File: src/rtl/rf_wb_queue.sv
// rf_wb_queue: register-file writeback queue.
// Collects writeback requests from the load unit and the ALU into a small
// circular FIFO and drains one entry per unstalled cycle into the register
// file write port.
// Optional feature: define RF_WB_BYPASS_EN to enable the operand bypass
// search over queued entries; otherwise the bypass outputs are tied to 0.

module rf_wb_queue #(
   parameter int addr_width_p = 6,
   parameter int depth_p      = 4
) (
   input  logic                       clk,
   input  logic                       reset_i,

   input  logic                       mem_v_i,
   input  logic [addr_width_p-1:0]    mem_addr_i,
   input  logic [31:0]                mem_data_i,
   output logic                       mem_ready_o,

   input  logic                       alu_v_i,
   input  logic [addr_width_p-1:0]    alu_addr_i,
   input  logic [31:0]                alu_data_i,
   output logic                       alu_ready_o,

   input  logic                       stall_i,

   output logic                       wen_o,
   output logic [addr_width_p-1:0]    rd_addr_o,
   output logic [31:0]                write_data_o,

   input  logic [addr_width_p-1:0]    rs_addr_i,
   output logic                       byp_hit_o,
   output logic [31:0]                byp_data_o,

   output logic [$clog2(depth_p):0]   count_o
);

   localparam int ptr_width_lp = $clog2(depth_p);
   localparam int cnt_width_lp = ptr_width_lp + 1;
   localparam logic [cnt_width_lp-1:0] depth_lp = cnt_width_lp'(depth_p);

   logic [addr_width_p-1:0]  addr_mem [depth_p];
   logic [31:0]              data_mem [depth_p];

   logic [ptr_width_lp-1:0]  head_r;
   logic [ptr_width_lp-1:0]  tail_r;
   logic [cnt_width_lp-1:0]  count_r;

   logic                     full;
   logic                     empty;
   logic                     mem_acc;
   logic                     alu_acc;
   logic                     enq;
   logic                     deq;
   logic [addr_width_p-1:0]  enq_addr;
   logic [31:0]              enq_data;

   // The queue counts as empty while reset is held so that nothing reaches the
   // register file during a reset cycle, even if stale entries are still held.
   assign full  = (count_r == depth_lp);
   assign empty = (count_r == '0) | reset_i;

   // Readiness depends only on the registered occupancy, so a full queue
   // refuses new work even when it is draining in the same cycle.
   assign mem_ready_o = !full;
   assign alu_ready_o = !full & !mem_v_i;

   // The load unit has priority; the ALU ready already excludes it, so at
   // most one of the two accepts can be high.
   assign mem_acc  = mem_v_i & mem_ready_o;
   assign alu_acc  = alu_v_i & alu_ready_o;
   assign enq      = (mem_acc | alu_acc) & !reset_i;
   assign enq_addr = mem_acc ? mem_addr_i : alu_addr_i;
   assign enq_data = mem_acc ? mem_data_i : alu_data_i;

   assign wen_o        = !empty & !stall_i;
   assign deq          = wen_o;
   assign rd_addr_o    = empty ? '0 : addr_mem[head_r];
   assign write_data_o = empty ? '0 : data_mem[head_r];
   assign count_o      = reset_i ? '0 : count_r;

   // Pointer and occupancy bookkeeping; pointers wrap naturally because the
   // depth is a power of two.
   always_ff @(posedge clk) begin
      if (reset_i) begin
         head_r  <= '0;
         tail_r  <= '0;
         count_r <= '0;
      end else begin
         if (enq) begin
            tail_r <= tail_r + 1'b1;
         end
         if (deq) begin
            head_r <= head_r + 1'b1;
         end
         case ({enq, deq})
            2'b10:   count_r <= count_r + 1'b1;
            2'b01:   count_r <= count_r - 1'b1;
            default: count_r <= count_r;
         endcase
      end
   end

   // Entry storage needs no reset: only slots covered by the count are ever read.
   always_ff @(posedge clk) begin
      if (enq) begin
         addr_mem[tail_r] <= enq_addr;
         data_mem[tail_r] <= enq_data;
      end
   end

`ifdef RF_WB_BYPASS_EN
   logic [ptr_width_lp-1:0] byp_idx;

   // Walk the live entries oldest to newest so that the newest match wins.
   always_comb begin
      byp_hit_o  = 1'b0;
      byp_data_o = '0;
      byp_idx    = head_r;
      for (int i = 0; i < depth_p; i++) begin
         byp_idx = head_r + ptr_width_lp'(i);
         if (!reset_i && (cnt_width_lp'(i) < count_r) &&
             (addr_mem[byp_idx] == rs_addr_i)) begin
            byp_hit_o  = 1'b1;
            byp_data_o = data_mem[byp_idx];
         end
      end
   end
`else
   logic unused_rs_addr;

   assign unused_rs_addr = ^rs_addr_i;
   assign byp_hit_o      = 1'b0;
   assign byp_data_o     = '0;
`endif

endmodule

File: config.mk
export PLATFORM = sky130hd
export DESIGN_NAME = rf_wb_queue
export DESIGN_NICKNAME = d
export VERILOG_FILES = /design/src/rtl/rf_wb_queue.sv
export SDC_FILE = /design/constraint.sdc
export NUM_CORES = 1
export LEC_CHECK = 0
export ABC_AREA = 1
export ABC_CLOCK_PERIOD_IN_PS = 6000
export CAP_MARGIN = 20
export CORE_MARGIN = 2
export CORE_UTILIZATION = 30
export CTS_BUF_LIST = sky130_fd_sc_hd__clkbuf_4 sky130_fd_sc_hd__clkbuf_8 sky130_fd_sc_hd__clkbuf_16
export DETAILED_ROUTE_END_ITERATION = 10
export PLACE_DENSITY = 0.54
export SLEW_MARGIN = 20
export SYNTH_ARGS = -nofsm -noshare
export SYNTH_HDL_FRONTEND = slang
export SYNTH_SLANG_ARGS = --single-unit
File: constraint.sdc
create_clock -name clk -period 6 [get_ports clk]
set_clock_uncertainty 0.2 [all_clocks]
set_input_delay 1.8 -clock clk [delete_from_list [all_inputs] [get_ports clk]]
set_output_delay 1.8 -clock clk [all_outputs]
set_load 0.02 [all_outputs]
==> results by group, run 1 <==
Placed design
  • Pre-CTS setup slack: 0.1986 ns
  • # port buffers: 124
  • Gp weighted congestion: 0.7061
  • Final HPWL DP: 9651 um

Clock network
  • CTS resizes: 0
  • Worst-Skew Late Latency: 0.42 ns
  • CTS tree: done
  • Buffer levels on the longest clock path: 2
  • Sink Count: 161
  • Cts hold-fix bufs: 0
  • CTS Root Cell: clkbuf_16
  • CTS Buf Count: 17
  • H-tree Lvls: 4
  • Total setup buffers inserted after CTS: 0
  • CTS clk-pin slew, worst paths: 0.07 ns

Yosys
  • Compound-cell area share of the yosys netlist: 9.342%
  • Cell Area, Synth: 0.007340 sq mm
  • Cells after Synth: 687
  • Mux share of post-synthesis cell area: 0%
  • Simple-gate portion of the synthesized area: 16.31%
  • Yosys top cell by area: edfxtp_1
  • Number of distinct library cells after synthesis: 23
  • Post-synth top area share: 62.19%
  • Yosys reg bits: 161
  • Post-Synth XOR/XNOR Area: 0.1193%
  • Synth Area in Adders: 1.125%
  • Top cells by area, synth: edfxtp_1 (62%), nor2_1 (8.4%), o21ai_0 (5.1%), nand2_1 (4.6%), buf_4 (3.5%)
  • Post-synthesis sequential area ratio: 64.64%
  • Largest family of logic cells by synthesized area: simple AND/OR/NAND/NOR gates
  • Warnings from Yosys: 0
  • Syn_area_per_cell: 10.68 sq um

Global routing
  • Grt total ovfl: 0
  • Largest net degree at the start of global routing: 77
  • Initial antenna violation count: 0
  • Vias in the first global route: 4,772
  • Total GRT Usage: 13.37%
  • First-pass GRT wire length: 26,000 um

Pwr
  • Sequential share of power: 46.2%
  • Pint: 2158 uW
  • Pleak: 0.003405 uW
  • Switching fraction of total power: 26.66%
  • Worst vdd ir: 149.4 uV
  • Gate power share: 18.6%
  • Clk pwr share: 35.2%
  • Cell area power density: 315.9 mW/mm^2
  • Sw Pwr: 784.7 uW

Final layout
  • Ant diodes: 0
  • Final net count: 896
  • Synth-to-Final Area Change: 26.92%
  • Finished Core Util: 38.53%
  • Share of cells above drive strength 1: 9.681%
  • Commonest non-fill, non-tap cell in the layout: nor2_1
  • Most frequent cells in the layout: nor2_1 (161), edfxtp_1 (152), clkdlybuf4s50_1 (123)
  • Fill cells: 2,335

STA
  • Slew @ Worst Pin: 0.8980 ns
  • Fin. Hold Viols: 0
  • Final Setup Violations: 0
  • RSZ-0062 raised after global routing: false
  • Max transition margin: 40.14%
  • Fmax achieved: 174.3 MHz
  • Hold_ws: 0.2985 ns
  • Min setup slack post-route: 0.2642 ns
  • Final Max Tran Viols: 0
  • Tmin final: 5.736 ns
  • Final Cycle Share: 95.60%
  • Final setup TNS: 0 ns

Min path
  • Hold Crit Class: reg2reg
  • Hold wc startpoint: head_r[1]
  • WHS Path Cells: 2

Die
  • Die span in y: 160.4 um
  • Die Wd: 160.4 um
  • Die area: 0.02573 sq mm
  • Effective utilization at floorplan: 30.36%
  • Core region area: 0.02418 sq mm
  • IO Pins: 164
  • Row count: 57

Critical path
  • Worst Setup SP: reset_i
  • R2R Path Start: count_r[1]
  • Crit Path Class: in2out
  • Crit path DAT: 3.74 ns
  • Crit path max fanout: 16
  • Crit path cell chain: clkdlybuf4s50_1 -> inv_2 -> nand2_1 -> nand3_2 -> inv_2 -> buf_4 -> a21oi_2 -> clkdlybuf4s50_1
  • Data required, critical path: 4.00 ns
  • Reg2Reg Depth: 6
  • CP peak stage delay: 0.54 ns
  • Worst path slowest cell: clkdlybuf4s50_1
  • Element type at the critical path start: input port
  • Worst r2r dst: data_mem[3][23]
  • Setup crit end kind: primary output
  • FF-to-FF setup slack: 3.30 ns

Drt
  • Final antenna-violating net count: 0
  • DRC: 0
  • TritonRoute pass-1 iters: 4
  • Drt first-iter violations: 223
  • Routed WL: 16,650 um
  • Vias per Instance: 4.351
  • Vias: 4,960
  • Wirelength per Cell: 14.60 um

Flow run
  • Max-cap violation count: 0

Outcome
  • Status: completed
stage by stage:
stage	instance area [sq um]	power [uW]	std cells
2_1_floorplan	7460	1731	719
3_3_place_gp	8742	1941	1108
3_5_place_dp	8742	1946	1108
4_1_cts	9315	2986	1140
5_1_grt	9315	3091	1140
6_report	9315	2943	1140
cells by family after synthesis:
logic type / after synthesis
simple gates: 300
flops: 161
compound gates: 122
buf+inv: 96
fa+ha+maj: 6
xor+xnor: 1
other cells: 1
per-layer routing:
layer | vias to the layer above | global-route usage [%] | part of all wire [%]
met3 | 12 | 3.461 | 5.1
met1 | 2312 | 17.28 | 47
met4 | 0 | 3.808 | 0.90
met5 | - | 0 | 0
li1 | 2506 | - | -
met2 | 130 | 22.26 | 47
power by group through the flow:
stage          clock (uW)  sequential, uW  combinational [uW]
6_report             1030            1360                 548
5_1_grt              1110            1370                 611
4_1_cts              1060            1360                 564
3_5_place_dp            0            1380                 562
3_3_place_gp            0            1380                 558
2_1_floorplan           0            1380                 348
registers in the layout, indices dropped and copies added, names as in the netlist, named ones only:
name      flops
addr_mem     24
head_r        2
data_mem    128
tail_r        2
count_r       3
worst max-delay path by stage:
stage	endpoint	slack (ns)	cells after the start
4_1_cts	write_data_o[24]	0.20	8
3_5_place_dp	write_data_o[24]	0.20	8
5_1_grt	write_data_o[8]	0.11	8
6_report	write_data_o[24]	0.26	8
2_1_floorplan	write_data_o[10]	1.41	6
3_3_place_gp	write_data_o[24]	0.21	8
synth_stat cells:
master	n
nor2_1	165
edfxtp_1	152
nand2_1	89
o21ai_0	75
nand3_1	42
buf_4	34
a21oi_1	22
a21oi_2	20
inv_1	18
buf_2	16
buf_6	14
dfxtp_1	9
clkbuf_1	7
ha_1	5
o21ai_1	5
inv_2	4
clkbuf_2	3
nand2_2	2
conb_1	1
fa_1	1
nand3_2	1
nor2_4	1
xor2_1	1
layout make-up:
cell class | count | area [sq um] | share of cell area (%)
Sequential cell | 161 | 4750 | 50.99
Multi-Input combinational cell | 462 | 2131 | 22.87
Timing Repair Buffer | 139 | 1374 | 14.75
Clock buffer | 18 | 432.9 | 4.647
Tap cell | 324 | 405.4 | 4.352
Clock inverter | 14 | 140.1 | 1.504
Inverter | 22 | 82.58 | 0.8865
worst max-delay path: cells and delay by family:
kind,cells,cell delay (ns)
AO/OA/AOI/OAI,1,0.05
AND/OR/NAND/NOR,2,0.20
buffers and inverters,5,1.68
(Power assumes the default switching activity.)
==> run 2: changes to the inputs <==
--- a/config.mk
+++ b/config.mk
@@ -17,3 +17,4 @@
 export SYNTH_ARGS = -nofsm -noshare
 export SYNTH_HDL_FRONTEND = slang
 export SYNTH_SLANG_ARGS = --single-unit
+export TNS_END_PERCENT = 100
==> results of run 2 <==
The final DEF is identical to that of run 1; final timing and power are the same.
==> run 3: changes to the inputs <==
--- a/config.mk
+++ b/config.mk
@@ -8,11 +8,13 @@
 export ABC_AREA = 1
 export ABC_CLOCK_PERIOD_IN_PS = 6000
 export CAP_MARGIN = 20
+export CELL_PAD_IN_SITES_DETAIL_PLACEMENT = 1
+export CELL_PAD_IN_SITES_GLOBAL_PLACEMENT = 1
 export CORE_MARGIN = 2
 export CORE_UTILIZATION = 30
 export CTS_BUF_LIST = sky130_fd_sc_hd__clkbuf_4 sky130_fd_sc_hd__clkbuf_8 sky130_fd_sc_hd__clkbuf_16
 export DETAILED_ROUTE_END_ITERATION = 10
-export PLACE_DENSITY = 0.54
+export PLACE_DENSITY = 0.66
 export SLEW_MARGIN = 20
 export SYNTH_ARGS = -nofsm -noshare
 export SYNTH_HDL_FRONTEND = slang
==> results by group, run 3 (synthesis results as in run 1) <==
Drt
  • Routed wl met2: 8976 um (+14%)
  • Met3 WL: 657 um (-22%)
  • TritonRoute pass-1 iters: 4 (unchanged)
  • Vias: 5,079 (+2.4%)
  • Wirelength per Cell: 15.89 um (+8.8%)
  • Met1 WL: 8190 um (+5.7%)
  • DR top layer: met4
  • Final antenna-violating net count: 0 (unchanged)
  • Routed WL: 18,050 um (+8.4%)
  • Vias per Instance: 4.471 (+2.8%)
  • Drt first-iter violations: 262 (+17%)
  • DRC: 0 (unchanged)

Critical path
  • Worst path slowest cell: clkdlybuf4s50_1
  • Setup crit end kind: primary output
  • Data required, critical path: 4.00 ns (about the same)
  • R2R Path Start: count_r[1]
  • CP delay by family, top: buffers and inverters
  • CP peak stage delay: 0.65 ns (+0.11 ns)
  • Worst r2r dst: data_mem[3][26]
  • Crit path DAT: 3.71 ns (-0.03 ns)
  • Crit Path Class: in2out
  • CP bufs+invs: 5 (unchanged)
  • Crit path cell chain: clkdlybuf4s50_1 -> inv_2 -> nand2_1 -> nand3_2 -> inv_2 -> buf_12 -> a21oi_1 -> clkdlybuf4s50_1
  • Critical path depth in cells: 8 (unchanged)
  • FF-to-FF setup slack: 3.34 ns (+0.04 ns)
  • Reg2Reg Depth: 6 (unchanged)
  • Element type at the critical path start: input port
  • CP Capture Point: write_data_o[1]
  • Worst Setup SP: reset_i
  • Crit path max fanout: 14 (-2)

Pwr
  • Worst vdd ir: 165.1 uV (+11%)
  • Sw Pwr: 802.4 uW (+2.3%)
  • Sequential share of power: 45.8% (-0.4 points)
  • Pleak: 0.003398 uW (-0.20%)
  • Pint: 2177 uW (+0.86%)
  • Switching fraction of total power: 26.93% (+0.27 points)
  • Cell area power density: 320.4 mW/mm^2 (+1.4%)
  • Clk pwr share: 35.6% (+0.4 points)
  • Gate power share: 18.6% (about the same)

Clock network
  • Cts hold-fix bufs: 0 (unchanged)
  • CTS Root Cell: clkbuf_16
  • Worst-Skew Late Latency: 0.42 ns (about the same)
  • Sink Count: 161 (unchanged)
  • CTS resizes: 0 (unchanged)
  • Total setup buffers inserted after CTS: 0 (unchanged)
  • Buffer levels on the longest clock path: 2 (unchanged)
  • H-tree Lvls: 4 (unchanged)
  • CTS clk-pin slew, worst paths: 0.06 ns (about the same)
  • CTS Buf Count: 17 (unchanged)
  • CTS tree: done

Final layout
  • Fill cells: 2,685 (+15%)
  • Commonest non-fill, non-tap cell in the layout: nor2_1
  • Share of cells above drive strength 1: 9.729% (+0.048 points)
  • Register bank with the most flops: data_mem
  • Number of flip-flops in the largest register: 128 (unchanged)
  • Final net count: 892 (-0.45%)
  • Top Registers: data_mem x128, addr_mem x24, count_r x3
  • Final instance area: 0.009300 sq mm (-0.16%)
  • Most frequent cells in the layout: nor2_1 (161), edfxtp_1 (152), clkdlybuf4s50_1 (123)
  • Synth-to-Final Area Change: 26.71%
  • Ant diodes: 0 (unchanged)

STA
  • Tmin final: 5.712 ns (-0.02363 ns)
  • Final Cycle Share: 95.20% (-0.39 points)
  • Fin. Hold Viols: 0 (unchanged)
  • Final Setup Violations: 0 (unchanged)
  • Final Max Tran Viols: 0 (unchanged)
  • Max transition margin: 33.72% (-6.4 points)
  • RSZ-0062 raised after global routing: false
  • Final setup TNS: 0 ns (unchanged)
  • Fmax achieved: 175.1 MHz (+0.41%)
  • Slew @ Worst Pin: 0.9941 ns (+0.09619 ns)

Global routing
  • Largest net degree at the start of global routing: 77 (unchanged)
  • Total GRT Usage: 14.35% (+0.98 points)
  • Grt total ovfl: 0 (unchanged)
  • First-pass GRT wire length: 28,030 um (+7.8%)
  • Vias in the first global route: 5,153 (+8.0%)
  • Initial antenna violation count: 0 (unchanged)

Min path
  • Hold Crit Class: reg2reg

Die
  • Die Wd: 160.4 um (unchanged)
  • Effective utilization at floorplan: 30.36% (unchanged)
  • IO Pins: 164 (unchanged)
  • Die span in y: 160.4 um (unchanged)
  • Core region area: 0.02418 sq mm (unchanged)
  • Die area: 0.02573 sq mm (unchanged)
  • Row count: 57 (unchanged)

Placed design
  • Gp weighted congestion: 0.6946 (-1.6%)
  • DP Area: 0.008712 sq mm (-0.34%)
  • # port buffers: 124 (unchanged)
  • Final HPWL DP: 10,630 um (+10%)

Outcome
  • Status: completed

Flow run
  • Max-cap violation count: 0 (unchanged)
[run 3: worst min-delay path, stage by stage, from the launching register on]
cell     delay, ns
dfxtp_1       0.32
nand2_1       0.06
a21oi_1       0.08
[run 3: final cells by class]
type                            instances  area, sq um  area share (%)
Tap cell                              324        405.4           4.359
Multi-Input combinational cell        462         2131           22.91
Timing Repair Buffer                  135         1344           14.45
Clock buffer                           20        454.2           4.884
Clock inverter                         12        133.9           1.440
Sequential cell                       161         4750           51.07
Inverter                               22        82.58          0.8879
[run 3: stage by stage]
| stage | hold slack (ns) | cells | setup WS, ns | util (%) | power [uW] |
|---|---|---|---|---|---|
| CTS | 0.2987 | 1136 | 0.2437 | 38.47 | 3022 |
| finish | 0.2934 | 1136 | 0.2879 | 38.47 | 2979 |
| global route | 0.3464 | 1136 | 0.1619 | 38.47 | 3115 |
| detailed placement | 0.2894 | 1104 | 0.2496 | 36.03 | 1954 |
| floorplan | 0.2637 | 719 | 1.408 | - | 1731 |
| global placement | 0.2868 | 1104 | 0.2488 | 36.03 | 1940 |
[run 3: per-layer routing]
metal,track usage [%],vias to the layer above
met5,0,-
met4,5.078,0
met1,18.14,2475
li1,-,2495
met2,24.16,96
met3,3.357,13
[run 3: worst min-delay path by stage]
stage,from,endpoint,slack (ns),cells after the start
floorplan,head_r[1],register,0.26,2
global placement,head_r[1],register,0.29,2
detailed placement,head_r[1],register,0.29,2
CTS,head_r[1],register,0.30,2
global route,head_r[1],register,0.35,2
finish,head_r[1],register,0.29,2
[run 3: power by group through the flow]
stage / Combinational (uW) / Clock [uW] / Sequential [uW]
6_report: 554 / 1060 / 1370
5_1_grt: 612 / 1130 / 1370
4_1_cts: 567 / 1090 / 1370
3_5_place_dp: 565 / 0 / 1390
3_3_place_gp: 553 / 0 / 1390
2_1_floorplan: 348 / 0 / 1380
